`src/rtl/round_key_store_if.sv`:
```
// round_key_store_if: key-capture and key-replay stream bundle for round_key_store.
interface round_key_store_if #(parameter int KEY_S = 128, parameter int AW = 4);
  logic load_start;
  logic w_e;
  logic [AW-1:0] round_key_addr;
  logic [KEY_S-1:0] round_key;
  logic keys_ready;
  logic stream_start;
  logic stream_dir;
  logic [KEY_S-1:0] out_key;
  logic [AW-1:0] out_addr;
  logic out_valid;
  logic out_ready;
  logic out_last;
  logic busy;
  logic err;
  modport master (
    output load_start, w_e, round_key_addr, round_key, stream_start, stream_dir, out_ready,
    input keys_ready, out_key, out_addr, out_valid, out_last, busy, err
  );
  modport slave (
    input load_start, w_e, round_key_addr, round_key, stream_start, stream_dir, out_ready,
    output keys_ready, out_key, out_addr, out_valid, out_last, busy, err
  );
endinterface

```
`src/rtl/round_key_store.sv`:
```
// round_key_store: buffers NR+1 round keys and replays them forward or reverse as a valid/ready stream.
// Define ROUND_KEY_STORE_PARITY_EN to store an even-parity bit per key and flag mismatches on replay.
module round_key_store #(
  parameter int KEY_S = 128,
  parameter int NR = 10,
  parameter int AW = 4
) (
  input logic clk,
  input logic reset,
  round_key_store_if.slave bus
);
  typedef enum logic [1:0] {IDLE, LOADING, READY, STREAM} state_t;
  localparam logic [AW-1:0] LAST = AW'(NR);
  state_t state, state_n;
  logic [KEY_S-1:0] mem [0:NR];
  logic [NR:0] mask, mask_n;
  logic [KEY_S-1:0] out_key;
  logic [AW-1:0] out_addr, out_addr_n;
  logic keys_ready, keys_ready_n, out_valid, out_valid_n, out_last, out_last_n;
  logic busy, err, err_n, dir, dir_n, we, key_ld, addr_ok;
`ifdef ROUND_KEY_STORE_PARITY_EN
  logic par [0:NR];
`endif
  assign addr_ok = bus.round_key_addr <= LAST;
  assign bus.keys_ready = keys_ready;
  assign bus.out_key = out_key;
  assign bus.out_addr = out_addr;
  assign bus.out_valid = out_valid;
  assign bus.out_last = out_last;
  assign bus.busy = busy;
  assign bus.err = err;
  always_comb begin
    state_n = state;
    mask_n = mask;
    keys_ready_n = keys_ready;
    out_valid_n = out_valid;
    out_last_n = out_last;
    out_addr_n = out_addr;
    dir_n = dir;
    err_n = err;
    we = 1'b0;
    key_ld = 1'b0;
    if (bus.load_start) begin
      state_n = LOADING;
      mask_n = '0;
      keys_ready_n = 1'b0;
      out_valid_n = 1'b0;
      out_last_n = 1'b0;
    end else begin
      if (bus.w_e) begin
        we = (state == LOADING) && addr_ok;
        err_n = err | !we;
        if (we) mask_n[bus.round_key_addr] = 1'b1;
      end
      if (state == LOADING && &mask) begin
        state_n = READY;
        keys_ready_n = 1'b1;
      end
      if (bus.stream_start) begin
        if (state == READY) begin
          state_n = STREAM;
          dir_n = bus.stream_dir;
          out_valid_n = 1'b1;
          out_addr_n = bus.stream_dir ? LAST : '0;
          key_ld = 1'b1;
        end else err_n = 1'b1;
      end
      if (state == STREAM && out_valid && bus.out_ready) begin
        if (out_last) begin
          out_valid_n = 1'b0;
          state_n = READY;
        end else begin
          out_addr_n = dir ? out_addr - 1'b1 : out_addr + 1'b1;
          key_ld = 1'b1;
        end
      end
      out_last_n = out_valid_n && (dir_n ? out_addr_n == '0 : out_addr_n == LAST);
    end
`ifdef ROUND_KEY_STORE_PARITY_EN
    if (key_ld && ((^mem[out_addr_n]) != par[out_addr_n])) err_n = 1'b1;
`endif
  end
  always_ff @(posedge clk or negedge reset) begin
    if (!reset) begin
      state <= IDLE;
      mask <= '0;
      keys_ready <= 1'b0;
      out_valid <= 1'b0;
      out_last <= 1'b0;
      busy <= 1'b0;
      err <= 1'b0;
      out_key <= '0;
      out_addr <= '0;
      dir <= 1'b0;
    end else begin
      state <= state_n;
      mask <= mask_n;
      keys_ready <= keys_ready_n;
      out_valid <= out_valid_n;
      out_last <= out_last_n;
      busy <= (state_n == LOADING) || (state_n == STREAM);
      err <= err_n;
      out_addr <= out_addr_n;
      dir <= dir_n;
      if (key_ld) out_key <= mem[out_addr_n];
    end
  end
  // Key storage is deliberately left out of reset.
  always_ff @(posedge clk) begin
    if (we) mem[bus.round_key_addr] <= bus.round_key;
`ifdef ROUND_KEY_STORE_PARITY_EN
    if (we) par[bus.round_key_addr] <= ^bus.round_key;
`endif
  end
endmodule
```
`src/flat_wrapper.sv`:
```
// flat-port wrapper written by rule: the top's interface ports become plain ports
module round_key_store_flat 
#(
  parameter int KEY_S = 128,
  parameter int NR = 10,
  parameter int AW = 4
)
  (clk, reset, bus_load_start, bus_w_e, bus_round_key_addr, bus_round_key, bus_stream_start, bus_stream_dir, bus_out_ready, bus_keys_ready, bus_out_key, bus_out_addr, bus_out_valid, bus_out_last, bus_busy, bus_err);
  round_key_store_if #(.KEY_S(KEY_S), .AW(AW)) bus_i ();
  input logic clk;
  input logic reset;
  input wire logic [$bits(bus_i.load_start)-1:0] bus_load_start;
  input wire logic [$bits(bus_i.w_e)-1:0] bus_w_e;
  input wire logic [$bits(bus_i.round_key_addr)-1:0] bus_round_key_addr;
  input wire logic [$bits(bus_i.round_key)-1:0] bus_round_key;
  input wire logic [$bits(bus_i.stream_start)-1:0] bus_stream_start;
  input wire logic [$bits(bus_i.stream_dir)-1:0] bus_stream_dir;
  input wire logic [$bits(bus_i.out_ready)-1:0] bus_out_ready;
  output wire logic [$bits(bus_i.keys_ready)-1:0] bus_keys_ready;
  output wire logic [$bits(bus_i.out_key)-1:0] bus_out_key;
  output wire logic [$bits(bus_i.out_addr)-1:0] bus_out_addr;
  output wire logic [$bits(bus_i.out_valid)-1:0] bus_out_valid;
  output wire logic [$bits(bus_i.out_last)-1:0] bus_out_last;
  output wire logic [$bits(bus_i.busy)-1:0] bus_busy;
  output wire logic [$bits(bus_i.err)-1:0] bus_err;
  assign bus_i.load_start = bus_load_start;
  assign bus_i.w_e = bus_w_e;
  assign bus_i.round_key_addr = bus_round_key_addr;
  assign bus_i.round_key = bus_round_key;
  assign bus_i.stream_start = bus_stream_start;
  assign bus_i.stream_dir = bus_stream_dir;
  assign bus_i.out_ready = bus_out_ready;
  assign bus_keys_ready = bus_i.keys_ready;
  assign bus_out_key = bus_i.out_key;
  assign bus_out_addr = bus_i.out_addr;
  assign bus_out_valid = bus_i.out_valid;
  assign bus_out_last = bus_i.out_last;
  assign bus_busy = bus_i.busy;
  assign bus_err = bus_i.err;
  round_key_store #(.KEY_S(KEY_S), .NR(NR), .AW(AW)) u_core (.clk(clk), .reset(reset), .bus(bus_i));
endmodule
```
`config.mk`:
```
export PLATFORM = sky130hd
export DESIGN_NAME = round_key_store_flat
export DESIGN_NICKNAME = d
export VERILOG_FILES = /design/src/rtl/round_key_store_if.sv /design/src/rtl/round_key_store.sv /design/src/flat_wrapper.sv
export SDC_FILE = /design/constraint.sdc
export NUM_CORES = 2
export LEC_CHECK = 0
export CORE_MARGIN = 2
export CORE_UTILIZATION = 60
export DETAILED_ROUTE_END_ITERATION = 10
export GPL_ROUTABILITY_DRIVEN = 1
export GPL_TIMING_DRIVEN = 0
export PLACE_DENSITY = 0.79
export SETUP_SLACK_MARGIN = 0.3
export SYNTH_ARGS = -nofsm -noshare
export SYNTH_HDL_FRONTEND = slang
export SYNTH_SLANG_ARGS = --single-unit
```
`constraint.sdc`:
```
create_clock -name clk -period 20.6 [get_ports clk]
set_clock_uncertainty 0.05 [all_clocks]
set_input_delay 2.06 -clock clk [delete_from_list [all_inputs] [get_ports clk]]
set_output_delay 2.06 -clock clk [all_outputs]
set_load 0.005 [all_outputs]
```
==> impl_metrics.csv <==
group,metric,value,unit
synthesis,async_flop_share,9.69,%
synthesis,syn_nets,4660,
layout,area.sequential,0.0461,mm²
die,design.core.area,0.109,mm²
drt,drc,2,
timing,hold_viol_final,0,
synthesis,synth.most_common_cell,"edfxtp_1",
power,power_density,84.4,mW/mm²
clock_tree,cts_tree,"built",
run,cap_violations,0,
layout,layout.cells.non_filler,6665,
timing,tightest_slew,1.39,ns
global_routing,grt_max_degree,91,
clock_tree,numCtsBuffers,157,
synthesis,synth_top_area_share,63.9,%
timing,whs,0.433,ns
clock_tree,cts_setup_buffers,0,
power,clockPowerShare,42.6,%
outcome,status,"finished with violations",
synthesis,ys_warn_count,0,
drt,ant_nets,0,
critical_path,critPathLaunchType,"primary input",
synthesis,synth_area,0.0662,mm²
clock_tree,cts_resized,0,
drt,met2_length,93800,µm
power,seq_power_share,53.3,%
die,die_area,0.113,mm²
critical_path,worstSetupPathType,"in -> reg",
drt,drt_iter0_drc,7229,
drt,routedWlPerCell,30.0,µm
timing,final_max_slew_viol_count,0,
synthesis,yosys-top-cells-count,"edfxtp_1, a22oi_1, o22ai_1, nor2_1, a21oi_1",
power,ir_drop,0.0656,mV
global_routing,grt_util_all_layers,34.8,%
drt,wl,200000,µm
power,internal_power,0.00515,W
drt,highest_layer,"met5",
timing,setup_viol,0,
clock_tree,clock_sinks,1559,
clock_tree,cts_buffer_depth,3,
clock_tree,holdBufCountCts,0,
clock_tree,root_buffer,"clkbuf_16",
synthesis,yosysSeqAreaShare,69.6,%
clock_tree,htree_levels,4,
placed_design,portBuffers,275,
min_path,hp-class,"reg -> reg",
critical_path,ff2ff_setup_slack,16.04,ns
synthesis,ys_ff_latch,1559,
die,io_pins,276,
synthesis,synth-edff-count,1408,
die,fp-row-count,121,
synthesis,netlist_instances,4518,
synthesis,ys.flop_type,"edfxtp_1",
synthesis,synth_area_leaders,"edfxtp_1, dfrtp_1, a22oi_1",
drt,met3_length,25500,µm
outcome,violations,"DRC",
global_routing,grt_antenna_before_repair,31,
global_routing,grt_pass1_wl,290000,µm
global_routing,grt_pass1_vias,46700,
layout,multi_input_area,0.0184,mm²
layout,drive_above_1_share,11.4,%
synthesis,syn_area_per_cell,14.6,µm²
timing,fin_crit_sh,26.7,%
die,die_y,336,µm
power,power,0.00652,W
drt,post_drt_via_cell_ratio,7.05,
power,power.switching,0.00137,W
critical_path,crit_required,21.19,ns
synthesis,synth_cell_types,63,
global_routing,grt_overflow,0,
die,die_w,336,µm
drt,drt-pass1-iter-count,11,
timing,slew_headroom,7.35,%
critical_path,crit_fanout,10,
timing,rsz0062_at_grt,"no",
placed_design,finalWeightedCongestion,0.879,
layout,fin_nets,5182,
timing,fmax,182,MHz
layout,areaGrowthSynthToFinish,16.8,%
critical_path,arrival,6.08,ns
critical_path,end_kind,"register",
power,switching_share,21.0,%
synthesis,yosysTopAreaCell,"edfxtp_1",
die,start_util,60.6,%
drt,vias,47000,
clock_tree,clock_latency,0.77,ns
timing,fin_crit,5.49,ns
clock_tree,clk_pin_slew,0.06,ns
power,leakage,26.6,nW
layout,nFillCells,6823,
drt,drt-met1-wl,69500,µm
placed_design,dp_hpwl,131000,µm
power,comb_power_share,4.1,%
placed_design,numPlacedInstances,6356,
layout by cell type (no fill, tap or decap), drive strengths merged, types with 18 or more instances in the layout:
cell / count
clkdlybuf4s50: 274
nor2: 276
mux2i: 255
mux2: 253
diode: 18
o32ai: 126
buf: 246
o21ai: 266
clkinv: 41
o21a: 127
dfrtp: 151
edfxtp: 1408
clkbuf: 457
nand2: 26
a22oi: 383
o22a: 127
a21oi: 266
o22ai: 383
power by group through the flow:
stage	Combinational [W]	Clock [W]	Sequential, W
2_1_floorplan	0.000117	0	0.00355
3_3_place_gp	0.000240	0	0.00355
3_5_place_dp	0.000256	0	0.00354
4_1_cts	0.000258	0.00278	0.00348
5_1_grt	0.000278	0.00290	0.00348
6_report	0.000265	0.00278	0.00348
layer usage:
metal	vias up	GRT usage [%]
li1	19300	-
met1	23300	44.4
met2	3651	54.6
met3	678	9.24
met4	30	19.1
met5	-	0.596
path summary, 6_finish.rpt:
check | from | to | cells after the start
setup / recovery | bus_stream_start | u_core.bus.out_key[98] | 10
min in group asynchronous | reset | u_core.bus.out_key[36] | 1
hold / removal | u_core.mask[1] | u_core.mask[1] | 1
setup reg to reg | u_core.bus.out_addr[0] | u_core.bus.out_key[87] | 10
hold reg to reg | u_core.mask[1] | u_core.mask[1] | 1
max in group asynchronous | reset | u_core.bus.out_key[112] | 2
flip-flops by register name, summed over array words and instances (netlist names):
signal	cells
u_core.bus.busy	1
u_core.bus.err	1
u_core.bus.keys_ready	1
u_core.bus.out_addr	4
u_core.bus.out_key	128
u_core.bus.out_last	1
u_core.bus.out_valid	1
u_core.dir	1
u_core.mask	11
u_core.mem	1408
u_core.state	2
layout make-up:
class	instances	share of cell area [%]
Sequential cell	1559	59.6
Multi-Input combinational cell	2567	23.8
Clock buffer	231	5.73
Timing Repair Buffer	363	5.46
Tap cell	1476	2.39
Buffer	383	2.26
Clock inverter	59	0.673
Antenna cell	18	0.0583
Inverter	9	0.0469
per-stage QoR:
stage	worst slack, ns	utilization, %	instance area [µm²]	TNS, ns
floorplan	8.28	-	66200	0
global placement	-0.463	64.8	70800	-104.60
detailed placement	14.51	66.2	72300	0
CTS	15.21	70.8	77200	0
global route	15.19	70.8	77300	0
finish	15.11	70.8	77300	0
cell families after synthesis:
family	count (synthesis)	share of synthesized area, %
compound gates	1712	17.2
xor+xnor	4	0.0530
fa+ha+maj	3	0.0681
buf+inv	392	2.69
flops	1559	69.6
mux	508	8.16
simple gates	340	2.17
critical path, stage by stage:
cell and delay (ns):
clkdlybuf4s50_1 0.71, nor2b_1 0.33, o21a_1 0.17, clkbuf_1 0.92, buf_2 0.73, buf_2 0.42, a22oi_1 0.12, o21ai_0 0.10
o22ai_1 0.14, o32ai_1 0.34
Note: power is estimated with default switching activity, not from simulation.
